**config.mk**
```make
export PLATFORM = sky130hd
export DESIGN_NAME = ncpu32k_issue_flat
export DESIGN_NICKNAME = d
export VERILOG_FILES = /design/src/rtl/ncpu32k_issue_pkg.sv /design/src/rtl/ncpu32k_issue_if.sv /design/src/rtl/ncpu32k_scoreboard.sv /design/src/rtl/ncpu32k_issue.sv /design/src/flat_wrapper.sv
export SDC_FILE = /design/constraint.sdc
export NUM_CORES = 1
export LEC_CHECK = 0
export ABC_AREA = 0
export CORE_ASPECT_RATIO = 1.1
export CORE_UTILIZATION = 37
export CTS_BUF_LIST = sky130_fd_sc_hd__clkbuf_4
export DETAILED_ROUTE_END_ITERATION = 16
export GPL_TIMING_DRIVEN = 0
export PLACE_DENSITY = 0.82
export SKIP_LAST_GASP = 1
export SLEW_MARGIN = 5
export SYNTH_ARGS = -nofsm -noshare
export SYNTH_HDL_FRONTEND = slang
export SYNTH_SLANG_ARGS = --single-unit
```
**constraint.sdc**
```tcl
create_clock -name clk -period 2.7 [get_ports clk]
set_input_delay 0.405 -clock clk [delete_from_list [all_inputs] [get_ports clk]]
set_output_delay 0.405 -clock clk [all_outputs]
set_load 0.02 [all_outputs]
```
**src/rtl/ncpu32k_issue_pkg.sv**
```systemverilog
// Shared configuration for the ncpu32k operand-issue slice: register-file geometry,
// data width, micro-op payload width and the hazard bundle type.
package ncpu32k_issue_pkg;

  localparam int NCPU_REG_AW = 5;
  localparam int NCPU_DW     = 32;
  localparam int NCPU_UOP_W  = 16;

  typedef struct packed {
    logic raw1;
    logic raw2;
    logic waw;
  } hazard_t;

endpackage

```
**src/rtl/ncpu32k_issue_if.sv**
```systemverilog
// Bundle of decoder, regfile-read, execute and writeback signals around the issue stage.
// slave = the issue stage itself, master = the surrounding pipeline.
interface ncpu32k_issue_if
  import ncpu32k_issue_pkg::*;
#(
  parameter int AW    = NCPU_REG_AW,
  parameter int DW    = NCPU_DW,
  parameter int UOP_W = NCPU_UOP_W
) ();

  logic             idu_valid;
  logic             idu_ready;
  logic [UOP_W-1:0] idu_uop;
  logic [AW-1:0]    idu_rs1_addr;
  logic [AW-1:0]    idu_rs2_addr;
  logic             idu_rs1_re;
  logic             idu_rs2_re;
  logic [AW-1:0]    idu_rd_addr;
  logic             idu_rd_we;

  logic [AW-1:0]    regf_rs1_addr;
  logic [AW-1:0]    regf_rs2_addr;
  logic             regf_rs1_re;
  logic             regf_rs2_re;
  logic [DW-1:0]    regf_rs1_dout;
  logic [DW-1:0]    regf_rs2_dout;

  logic             exu_valid;
  logic             exu_ready;
  logic [UOP_W-1:0] exu_uop;
  logic [DW-1:0]    exu_rs1;
  logic [DW-1:0]    exu_rs2;
  logic [AW-1:0]    exu_rd_addr;
  logic             exu_rd_we;

  logic             wb_we;
  logic [AW-1:0]    wb_addr;

  modport slave (
    input  idu_valid, idu_uop, idu_rs1_addr, idu_rs2_addr, idu_rs1_re, idu_rs2_re,
           idu_rd_addr, idu_rd_we, regf_rs1_dout, regf_rs2_dout, exu_ready, wb_we, wb_addr,
    output idu_ready, regf_rs1_addr, regf_rs2_addr, regf_rs1_re, regf_rs2_re,
           exu_valid, exu_uop, exu_rs1, exu_rs2, exu_rd_addr, exu_rd_we
  );

  modport master (
    output idu_valid, idu_uop, idu_rs1_addr, idu_rs2_addr, idu_rs1_re, idu_rs2_re,
           idu_rd_addr, idu_rd_we, regf_rs1_dout, regf_rs2_dout, exu_ready, wb_we, wb_addr,
    input  idu_ready, regf_rs1_addr, regf_rs2_addr, regf_rs1_re, regf_rs2_re,
           exu_valid, exu_uop, exu_rs1, exu_rs2, exu_rd_addr, exu_rd_we
  );

endinterface

```
**src/rtl/ncpu32k_scoreboard.sv**
```systemverilog
// Pending-write bit per architectural register; r0 never pends.
// Set beats clear on the same bit, flush clears everything.
module ncpu32k_scoreboard
  import ncpu32k_issue_pkg::*;
#(
  parameter int AW = NCPU_REG_AW
) (
  input  logic          clk,
  input  logic          rst,
  input  logic          flush_i,
  input  logic          set_i,
  input  logic [AW-1:0] set_addr_i,
  input  logic          clr_i,
  input  logic [AW-1:0] clr_addr_i,
  input  logic [AW-1:0] rs1_addr_i,
  input  logic [AW-1:0] rs2_addr_i,
  input  logic [AW-1:0] rd_addr_i,
  output logic          rs1_pend_o,
  output logic          rs2_pend_o,
  output logic          rd_pend_o
);

  localparam int NREG = 1 << AW;

  logic [NREG-1:1] pending_q;
  logic [NREG-1:0] pending;

  assign pending = {pending_q, 1'b0};

  generate
    for (genvar gi = 1; gi < NREG; gi++) begin : g_bit
      always_ff @(posedge clk or posedge rst) begin
        if (rst) begin
          pending_q[gi] <= 1'b0;
        end else if (flush_i) begin
          pending_q[gi] <= 1'b0;
        end else if (set_i && (set_addr_i == AW'(gi))) begin
          pending_q[gi] <= 1'b1;
        end else if (clr_i && (clr_addr_i == AW'(gi))) begin
          pending_q[gi] <= 1'b0;
        end
      end
    end
  endgenerate

  assign rs1_pend_o = pending[rs1_addr_i];
  assign rs2_pend_o = pending[rs2_addr_i];
  assign rd_pend_o  = pending[rd_addr_i];

endmodule

```
**src/rtl/ncpu32k_issue.sv**
```systemverilog
// Operand-issue stage: stalls on RAW/WAW against the pending scoreboard, reads the
// regfile on accept and holds one micro-op register toward execute.
module ncpu32k_issue
  import ncpu32k_issue_pkg::*;
#(
  parameter int AW    = NCPU_REG_AW,
  parameter int DW    = NCPU_DW,
  parameter int UOP_W = NCPU_UOP_W
) (
  input  logic            clk,
  input  logic            rst,
  input  logic            flush,
  ncpu32k_issue_if.slave  bus
);

  logic             rs1_pend;
  logic             rs2_pend;
  logic             rd_pend;
  hazard_t          hz;
  logic             free;
  logic             accept;

  logic             exu_valid_q, exu_valid_d;
  logic [UOP_W-1:0] exu_uop_q, exu_uop_d;
  logic [AW-1:0]    exu_rd_addr_q, exu_rd_addr_d;
  logic             exu_rd_we_q, exu_rd_we_d;

  ncpu32k_scoreboard #(.AW(AW)) u_scoreboard (
    .clk        (clk),
    .rst        (rst),
    .flush_i    (flush),
    .set_i      (accept & bus.idu_rd_we & (bus.idu_rd_addr != '0)),
    .set_addr_i (bus.idu_rd_addr),
    .clr_i      (bus.wb_we),
    .clr_addr_i (bus.wb_addr),
    .rs1_addr_i (bus.idu_rs1_addr),
    .rs2_addr_i (bus.idu_rs2_addr),
    .rd_addr_i  (bus.idu_rd_addr),
    .rs1_pend_o (rs1_pend),
    .rs2_pend_o (rs2_pend),
    .rd_pend_o  (rd_pend)
  );

  // A same-cycle writeback releases the hazard: the regfile bypasses its data to the read.
  always_comb begin
    hz.raw1 = bus.idu_rs1_re & rs1_pend & ~(bus.wb_we & (bus.wb_addr == bus.idu_rs1_addr));
    hz.raw2 = bus.idu_rs2_re & rs2_pend & ~(bus.wb_we & (bus.wb_addr == bus.idu_rs2_addr));
    hz.waw  = bus.idu_rd_we  & rd_pend  & ~(bus.wb_we & (bus.wb_addr == bus.idu_rd_addr));
  end

  assign free          = ~exu_valid_q | bus.exu_ready;
  assign bus.idu_ready = free & ~(|hz) & ~flush;
  assign accept        = bus.idu_valid & bus.idu_ready;

  assign bus.regf_rs1_addr = bus.idu_rs1_addr;
  assign bus.regf_rs2_addr = bus.idu_rs2_addr;
  assign bus.regf_rs1_re   = accept & bus.idu_rs1_re;
  assign bus.regf_rs2_re   = accept & bus.idu_rs2_re;

  always_comb begin
    exu_valid_d   = exu_valid_q;
    exu_uop_d     = exu_uop_q;
    exu_rd_addr_d = exu_rd_addr_q;
    exu_rd_we_d   = exu_rd_we_q;
    if (flush) begin
      exu_valid_d = 1'b0;
    end else if (accept) begin
      exu_valid_d   = 1'b1;
      exu_uop_d     = bus.idu_uop;
      exu_rd_addr_d = bus.idu_rd_addr;
      exu_rd_we_d   = bus.idu_rd_we;
    end else if (exu_valid_q & bus.exu_ready) begin
      exu_valid_d = 1'b0;
    end
  end

  always_ff @(posedge clk or posedge rst) begin
    if (rst) begin
      exu_valid_q   <= 1'b0;
      exu_uop_q     <= '0;
      exu_rd_addr_q <= '0;
      exu_rd_we_q   <= 1'b0;
    end else begin
      exu_valid_q   <= exu_valid_d;
      exu_uop_q     <= exu_uop_d;
      exu_rd_addr_q <= exu_rd_addr_d;
      exu_rd_we_q   <= exu_rd_we_d;
    end
  end

  // Operands come straight from the regfile, which holds its output while re is low.
  assign bus.exu_valid   = exu_valid_q;
  assign bus.exu_uop     = exu_uop_q;
  assign bus.exu_rd_addr = exu_rd_addr_q;
  assign bus.exu_rd_we   = exu_rd_we_q;
  assign bus.exu_rs1     = bus.regf_rs1_dout;
  assign bus.exu_rs2     = bus.regf_rs2_dout;

endmodule

```
**src/flat_wrapper.sv**
```systemverilog
// flat-port wrapper written by rule: the top's interface ports become plain ports
module ncpu32k_issue_flat import ncpu32k_issue_pkg::*;
#(
  parameter int AW    = NCPU_REG_AW,
  parameter int DW    = NCPU_DW,
  parameter int UOP_W = NCPU_UOP_W
)
  (clk, rst, flush, bus_idu_valid, bus_idu_uop, bus_idu_rs1_addr, bus_idu_rs2_addr, bus_idu_rs1_re, bus_idu_rs2_re, bus_idu_rd_addr, bus_idu_rd_we, bus_regf_rs1_dout, bus_regf_rs2_dout, bus_exu_ready, bus_wb_we, bus_wb_addr, bus_idu_ready, bus_regf_rs1_addr, bus_regf_rs2_addr, bus_regf_rs1_re, bus_regf_rs2_re, bus_exu_valid, bus_exu_uop, bus_exu_rs1, bus_exu_rs2, bus_exu_rd_addr, bus_exu_rd_we);
  ncpu32k_issue_if #(.AW(AW), .DW(DW), .UOP_W(UOP_W)) bus_i ();
  input  logic clk;
  input  logic rst;
  input  logic flush;
  input wire logic [$bits(bus_i.idu_valid)-1:0] bus_idu_valid;
  input wire logic [$bits(bus_i.idu_uop)-1:0] bus_idu_uop;
  input wire logic [$bits(bus_i.idu_rs1_addr)-1:0] bus_idu_rs1_addr;
  input wire logic [$bits(bus_i.idu_rs2_addr)-1:0] bus_idu_rs2_addr;
  input wire logic [$bits(bus_i.idu_rs1_re)-1:0] bus_idu_rs1_re;
  input wire logic [$bits(bus_i.idu_rs2_re)-1:0] bus_idu_rs2_re;
  input wire logic [$bits(bus_i.idu_rd_addr)-1:0] bus_idu_rd_addr;
  input wire logic [$bits(bus_i.idu_rd_we)-1:0] bus_idu_rd_we;
  input wire logic [$bits(bus_i.regf_rs1_dout)-1:0] bus_regf_rs1_dout;
  input wire logic [$bits(bus_i.regf_rs2_dout)-1:0] bus_regf_rs2_dout;
  input wire logic [$bits(bus_i.exu_ready)-1:0] bus_exu_ready;
  input wire logic [$bits(bus_i.wb_we)-1:0] bus_wb_we;
  input wire logic [$bits(bus_i.wb_addr)-1:0] bus_wb_addr;
  output wire logic [$bits(bus_i.idu_ready)-1:0] bus_idu_ready;
  output wire logic [$bits(bus_i.regf_rs1_addr)-1:0] bus_regf_rs1_addr;
  output wire logic [$bits(bus_i.regf_rs2_addr)-1:0] bus_regf_rs2_addr;
  output wire logic [$bits(bus_i.regf_rs1_re)-1:0] bus_regf_rs1_re;
  output wire logic [$bits(bus_i.regf_rs2_re)-1:0] bus_regf_rs2_re;
  output wire logic [$bits(bus_i.exu_valid)-1:0] bus_exu_valid;
  output wire logic [$bits(bus_i.exu_uop)-1:0] bus_exu_uop;
  output wire logic [$bits(bus_i.exu_rs1)-1:0] bus_exu_rs1;
  output wire logic [$bits(bus_i.exu_rs2)-1:0] bus_exu_rs2;
  output wire logic [$bits(bus_i.exu_rd_addr)-1:0] bus_exu_rd_addr;
  output wire logic [$bits(bus_i.exu_rd_we)-1:0] bus_exu_rd_we;
  assign bus_i.idu_valid = bus_idu_valid;
  assign bus_i.idu_uop = bus_idu_uop;
  assign bus_i.idu_rs1_addr = bus_idu_rs1_addr;
  assign bus_i.idu_rs2_addr = bus_idu_rs2_addr;
  assign bus_i.idu_rs1_re = bus_idu_rs1_re;
  assign bus_i.idu_rs2_re = bus_idu_rs2_re;
  assign bus_i.idu_rd_addr = bus_idu_rd_addr;
  assign bus_i.idu_rd_we = bus_idu_rd_we;
  assign bus_i.regf_rs1_dout = bus_regf_rs1_dout;
  assign bus_i.regf_rs2_dout = bus_regf_rs2_dout;
  assign bus_i.exu_ready = bus_exu_ready;
  assign bus_i.wb_we = bus_wb_we;
  assign bus_i.wb_addr = bus_wb_addr;
  assign bus_idu_ready = bus_i.idu_ready;
  assign bus_regf_rs1_addr = bus_i.regf_rs1_addr;
  assign bus_regf_rs2_addr = bus_i.regf_rs2_addr;
  assign bus_regf_rs1_re = bus_i.regf_rs1_re;
  assign bus_regf_rs2_re = bus_i.regf_rs2_re;
  assign bus_exu_valid = bus_i.exu_valid;
  assign bus_exu_uop = bus_i.exu_uop;
  assign bus_exu_rs1 = bus_i.exu_rs1;
  assign bus_exu_rs2 = bus_i.exu_rs2;
  assign bus_exu_rd_addr = bus_i.exu_rd_addr;
  assign bus_exu_rd_we = bus_i.exu_rd_we;
  ncpu32k_issue #(.AW(AW), .DW(DW), .UOP_W(UOP_W)) u_core (.clk(clk), .rst(rst), .flush(flush), .bus(bus_i));
endmodule
```
Word level (Yosys, flattened, before mapping)
Cells that the tools add are included.

word-level totals
  register bits = 54
  output and inout bits = 100
  word-level logic and storage cells = 326

cells by class
  magnitude comparators = 3
  bitwise gates (word level) = 24
  reductions and logical operators = 97
  mux-type cells = 102
  eq/ne operators = 65

operators by type and width
  operator                                                                       count
  5-bit equality test (second input constant)                                    32
  1-bit two-way mux                                                              99
  3-bit nonzero test                                                             32
  5-bit by 4-bit equality test with 1-bit output (second input constant)         16
  1-bit logical AND                                                              62
  5-bit by 3-bit equality test with 1-bit output (second input constant)         8
  5-bit by 2-bit equality test with 1-bit output (second input constant)         4
  5-bit by 6-bit less-than comparator with 1-bit output (second input constant)  3
  1-bit bitwise AND                                                              17
  1-bit binary-select mux with 5-bit select                                      3
  5-bit equality test                                                            3
  5-bit by 1-bit equality test with 1-bit output (second input constant)         2
  1-bit NOT                                                                      6
  5-bit nonzero test                                                             1
  3-bit OR reduction                                                             1
  2-bit AND reduction                                                            1
  1-bit OR                                                                       1

Longest topological paths before layout
  depth after elaboration = 14
  mapped depth = 10
  mapped depth without buffers = 7

Modules after synthesis
From an unflattened synthesis, not the netlist that was laid out.

second synthesis, totals
  cells, all modules = 393
  area total of the unflattened synthesis = 4057.6 um2

modules (own cells, without submodules)
  module              area each (um2)  times used  seq. area each (um2)  cells an instance
  ncpu32k_scoreboard  2308.5           1           775.7                 235
  ncpu32k_issue       1749.2           1           575.6                 158

Worst setup path after synthesis
No wires, ideal clock.

  path kind = input to output
  start = input port bus_idu_rs2_addr[1]
  end = output port bus_regf_rs1_re
  data arrival time = 2.566 ns
  setup slack = -0.271 ns
  cell stages on the path = 8
  path through = buf_4 mux4_2 mux2_2 nor3b_2 a21oi_1 a2111oi_4 and2_1 and3_1

between the ends
  cells in the longest elaborated chain, start to end = 10
  elaborated cells between the ends (all ways) = 13
  those cells by class = 1 x eq/ne; 2 x mux; 9 x bitwise; 1 x reduce/logical

RTL lines
  item                                                                                     RTL line                                       source
  start: declaration                                                                       flat_wrapper.sv:16                             input wire logic [$bits(bus_i.idu_rs2_addr)-1:0] bus_idu_rs2_addr;
  1-bit binary-select mux with 5-bit select / 5-bit equality test (equally long branches)  ncpu32k_scoreboard.sv:47, ncpu32k_issue.sv:47
  1-bit two-way mux (implied by the code) / 1-bit bitwise AND (equally long branches)      ncpu32k_scoreboard.sv:47, ncpu32k_issue.sv:47
  1-bit bitwise AND / 1-bit NOT (equally long branches)                                    ncpu32k_issue.sv:47                            hz.raw2 = bus.idu_rs2_re & rs2_pend & ~(bus.wb_we & (bus.wb_addr == bus.idu_rs2_addr));
  1-bit bitwise AND (*)                                                                    ncpu32k_issue.sv:47
  3-bit OR reduction (*)                                                                   ncpu32k_issue.sv:52                            assign bus.idu_ready = free & ~(|hz) & ~flush;
  1-bit NOT (*)                                                                            ncpu32k_issue.sv:52
  1-bit bitwise AND (*) (2 in a row)                                                       ncpu32k_issue.sv:52
  net bus_idu_ready                                                                        flat_wrapper.sv:26                             output wire logic [$bits(bus_i.idu_ready)-1:0] bus_idu_ready;
  1-bit bitwise AND (*)                                                                    ncpu32k_issue.sv:53                            assign accept = bus.idu_valid & bus.idu_ready;
  1-bit bitwise AND (*)                                                                    ncpu32k_issue.sv:57                            assign bus.regf_rs1_re = accept & bus.idu_rs1_re;
  end: declaration                                                                         flat_wrapper.sv:29                             output wire logic [$bits(bus_i.regf_rs1_re)-1:0] bus_regf_rs1_re;

Mark *: on every way through the listed nets, which the timed path passes. The rest lies on a longest branch. The select of a mux whose other input is x is not followed.

Worst setup path after layout
  start = register u_core.u_scoreboard.pending_q (netlist bit u_core.u_scoreboard.pending[27])
  end = output port bus_regf_rs1_re

between the ends
  cells in the longest elaborated chain, start to end = 10
  elaborated cells between the ends (all ways) = 18
  those cells by class = 6 x mux; 11 x bitwise; 1 x reduce/logical

RTL lines
  item                                                          RTL line                                                                      source
  start: declaration                                            ncpu32k_scoreboard.sv:25                                                      logic [NREG-1:1] pending_q;
  start signal: indexed assignment                              ncpu32k_scoreboard.sv:34                                                      pending_q[gi] <= 1'b0;
  start signal: indexed assignment                              ncpu32k_scoreboard.sv:36                                                      pending_q[gi] <= 1'b0;
  start signal: indexed assignment                              ncpu32k_scoreboard.sv:38                                                      pending_q[gi] <= 1'b1;
  1-bit binary-select mux with 5-bit select (on tied branches)  ncpu32k_scoreboard.sv:48, ncpu32k_scoreboard.sv:46, ncpu32k_scoreboard.sv:47
  1-bit two-way mux (on tied branches)                          ncpu32k_scoreboard.sv:48, ncpu32k_scoreboard.sv:46, ncpu32k_scoreboard.sv:47
  1-bit bitwise AND (on tied branches) (2 in a row)             ncpu32k_issue.sv:48, ncpu32k_issue.sv:46, ncpu32k_issue.sv:47
  3-bit OR reduction (*)                                        ncpu32k_issue.sv:52
  1-bit NOT (*)                                                 ncpu32k_issue.sv:52
  1-bit bitwise AND (*) (2 in a row)                            ncpu32k_issue.sv:52
  1-bit bitwise AND (*)                                         ncpu32k_issue.sv:53
  1-bit bitwise AND (*)                                         ncpu32k_issue.sv:57

Mark *: on every way between the ends. The rest lies on a longest branch, timed or not. The select of a mux whose other input is x is not followed.

==> impl_summary.md <==
Run status
The run finished, with violations left. The checks that failed: setup timing.

Power
The total leakage power is 2.337 nW. The cell-internal power is 1.567 mW. Across the VDD grid, the largest voltage drop is 0.3322 mV. The power density over the cells is 401.9 nW/um^2. The clock group share of total power is 19.3%. Of the total power, combinational logic draws 40.2%. The net switching fraction of the power is 32.41%. The sequential share of power is 40.5%. Summed over all nets, the switching power comes to 0.7515 mW.

Die
The die area is 11230 um^2. The site row count is 39. The effective utilization at floorplan is 38.31%. The region available for standard cell placement spans 10440 um^2. The width of the chip is 101.1 um.

The I/O pin total is 209. The height of the die is 111.1 um.

Yosys
The fraction of the yosys area taken by sequential cells is 33.78%. The number of standard cells after synthesis is 381. Yosys attributes the largest share of cell area to dfrtp_1 (34%), buf_4 (14%), mux4_2 (12%). The synthesized netlist devotes 13.39% of its cell area to compound gates. In this run the mean area of a mapped cell was 10.50 um^2. After Yosys synthesis, XOR and XNOR cells account for 3.284% of the synthesized area.

Yosys printed 0 warnings. The share of cell area taken by muxes after synthesis is 21.40%. The most area-hungry cell type in the Yosys netlist is dfrtp_1. The basic-gate share of the synthesized area counting and, or, nand and nor cells is 10.76%.

The cell area that synthesis handed to floorplanning was 4000 um^2. Synthesis inferred 54 register bits. The number of flops mapped to enable cells by yosys is 0. The post-synth net total is 490.

The share of synthesized flip-flops with an asynchronous set or reset is 100.0%. The count of distinct cell types in the synthesized netlist is 42. The share of the synthesized area in the top cell type is 33.78%. The combinational family with the most area after synthesis is multiplexers. The most common flop cell mapped by yosys is dfrtp_1.

The synthesized netlist devotes 0% of its cell area to adder and majority cells.

Setup path
For the worst setup path, the data required time is 2300 ps. The type of the worst setup path is reg2out. Data arrives at the worst endpoint at 2690 ps. Along the worst path, the maximum fanout reaches 4. The kind of capture point of the worst setup path is a primary output. The worst setup path is launched from a flop.

Placement
The congestion estimate from routability-driven global placement came to 0.9064. Buffers placed on the I/O ports in this run total 131. The HPWL after detailed placement is 9174 um. The placed instances occupy a cell area of 5537 um^2.

CTS
TritonCTS built the clock tree. After clock tree synthesis, the clock-pin slew on the worst setup and hold paths is 150 ps. The total number of clock tree sinks is 54.

The number of H-tree levels is 2. Clock latency on the worst-skew pair, taken at its later pin, is 370 ps. After clock tree synthesis, the flow added hold-fix buffers numbering 0. The maximum clock insertion buffer count is 2. The root buffer cell chosen for the clock tree is clkbuf_4. TritonCTS created 5 clock buffers.

Final layout
The antenna diode count is 0. From synthesis to final layout, the design area changed by 44.23%. In the final design database the tool counted 642 nets.

The count of filler cells inserted in the layout is 919. In the layout the commonest cells are clkdlybuf4s50_1 (127), buf_4 (90), dfrtp_1 (54). The post-route cell area is 5769 um^2. The library cell used most frequently in the layout, excluding fill and tap cells, is clkdlybuf4s50_1. Of the cells placed in the final design, the portion with a size suffix greater than 1 is 28.84%. For this run, the share of the core covered by cells in the final layout is 55.25%.

STA
The share of the clock period used by the worst path after layout is 114.6%. The relative slew slack is 62.36%. Setup violations remaining at the end of the flow were counted as 56. The max-slew violation count is 0. The hold violation total from the final report was 0. The highest clock frequency the design can meet is 323.2 MHz. The worst path in the final design needs a cycle of 3094 ps, including I/O delays and setup.

The worst-case hold slack is 278.4 ps. Setup repair after global routing could not meet its margin everywhere. The minimum setup slack in the final design is -394.1 ps. On the final layout, the worst clock skew is 10.27 ps. The worst-margin pin slew is 564.6 ps.

Routing
In the final routed layout, each cell accounts on average for 17.46 um. In the routed design, unresolved DRC markers number 0. The detail route stage leaves a number of antenna-violating nets equal to 0.

The routed wire length is 11820 um. The detailed router placed 3710 vias in this run. After detailed routing, the number of vias per cell comes to 5.480. The first routing iteration left 367 violations. The detailed-routing iteration count for the pre-antenna-repair pass is 5.

Min path
The path class of the tightest hold or removal check is in2async.

GRT
The initial antenna violation count was 0. The number of global-route vias before repair is 3634. Global routing used 21.18% of the available tracks.

For this run the aggregate overflow at the end of global routing stands at 0. Entering global routing, the biggest net connects 42 pins. The first global-routing pass estimated 18770 um of wire.

Job
Max-cap violations in this run came to 0.
routing by layer:
metal / vias to the layer above / track usage [%] / part of all wire (%)
met5: - / 0 / 0
met4: 0 / 5.217 / 1.7
met3: 22 / 4.477 / 12
met2: 285 / 35.74 / 48
met1: 1754 / 27.45 / 38
li1: 1649 / - / -
registers in the layout, indices dropped and copies added, names as in the netlist:
name                         flops
u_core.bus.exu_valid             1
u_core.u_scoreboard.pending     31
u_core.bus.exu_rd_addr           5
u_core.bus.exu_uop              16
u_core.bus.exu_rd_we             1
worst max-delay path, cell delays in order, from the launching register on:
cell and delay (ps):
dfrtp_1 470, mux4_2 480, mux2i_1 160, and3_1 220, nor3_1 90, a2111oi_4 410, and2_4 210, and3_4 170
buf_6 110
timing repair:
item                                    CTS  global route
resized for setup                        31             8
setup buffers                            12             1
pin swaps                                 2             3
endpoints found under the setup margin   56            57
cells by family (layout without fill, tap and decap cells):
group                  count (synthesis)  count (layout)
flip-flops                            54              54
multiplexers                          56              56
AND/OR/NAND/NOR                       81              81
buffers and inverters                108             261
XOR/XNOR                              15              15
AO/OA/AOI/OAI                         67              67
synthesized netlist by cell type, drive strengths merged (4+ instances only):
master and count:
nand2 21, nor2b 7, o311ai 10, mux2 26, nand4 7, o31ai 28, mux4 21, buf 84
nor3 4, mux2i 9, nor2 5, inv 4, dfrtp 54, o21ai 5, nand3 20, clkbuf 19
o211ai 10, xnor2 15
path summary, 6_finish.rpt:
| kind | cells after the start | to | slack [ps] | startpoint |
|---|---|---|---|---|
| setup / recovery | 8 | bus_regf_rs1_re | -390 | u_core.u_scoreboard.pending[27] |
| hold / removal | 2 | u_core.u_scoreboard.pending[19] | 280 | rst |
| setup reg to reg | 10 | u_core.bus.exu_uop[15] | -320 | u_core.u_scoreboard.pending[27] |
| hold reg to reg | 1 | u_core.bus.exu_uop[9] | 510 | u_core.bus.exu_uop[9] |
| max in group asynchronous | 3 | u_core.u_scoreboard.pending[28] | 1890 | rst |
| min in group clk | 1 | u_core.bus.exu_uop[9] | 510 | u_core.bus.exu_uop[9] |
layout make-up:
class | instances | area, um^2 | area share [%]
buffer | 103 | 720.7 | 12.49
clock buffer | 5 | 37.54 | 0.6506
clock inverter | 3 | 40.04 | 0.6940
inverter | 5 | 18.77 | 0.3253
multi-input combinational | 219 | 1991 | 34.50
sequential | 54 | 1351 | 23.42
tap | 143 | 178.9 | 3.101
timing repair buffer | 145 | 1431 | 24.81
metrics by stage:
| stage | TNS, ps | worst slack (ps) | std cells | total power [mW] |
|---|---|---|---|---|
| detailed placement | -42700 | -1161 | 656 | 1.866 |
| global route | -19590 | -487.9 | 677 | 2.435 |
| global placement | -42470 | -1147 | 655 | 1.845 |
| floorplan | 0 | 7.827 | 381 | 1.446 |
| CTS | -8065 | -409.2 | 676 | 2.330 |
| finish | -14280 | -394.1 | 677 | 2.319 |
power by group through the flow:
stage / registers, mW / clock network [mW] / logic (mW)
after floorplan: 1.06 / 0 / 0.389
after global placement: 0.948 / 0 / 0.897
after detailed placement: 0.955 / 0 / 0.911
after CTS: 0.941 / 0.459 / 0.930
after global routing: 0.954 / 0.493 / 0.989
final: 0.939 / 0.447 / 0.932
Note: power is estimated with default switching activity, not from simulation.
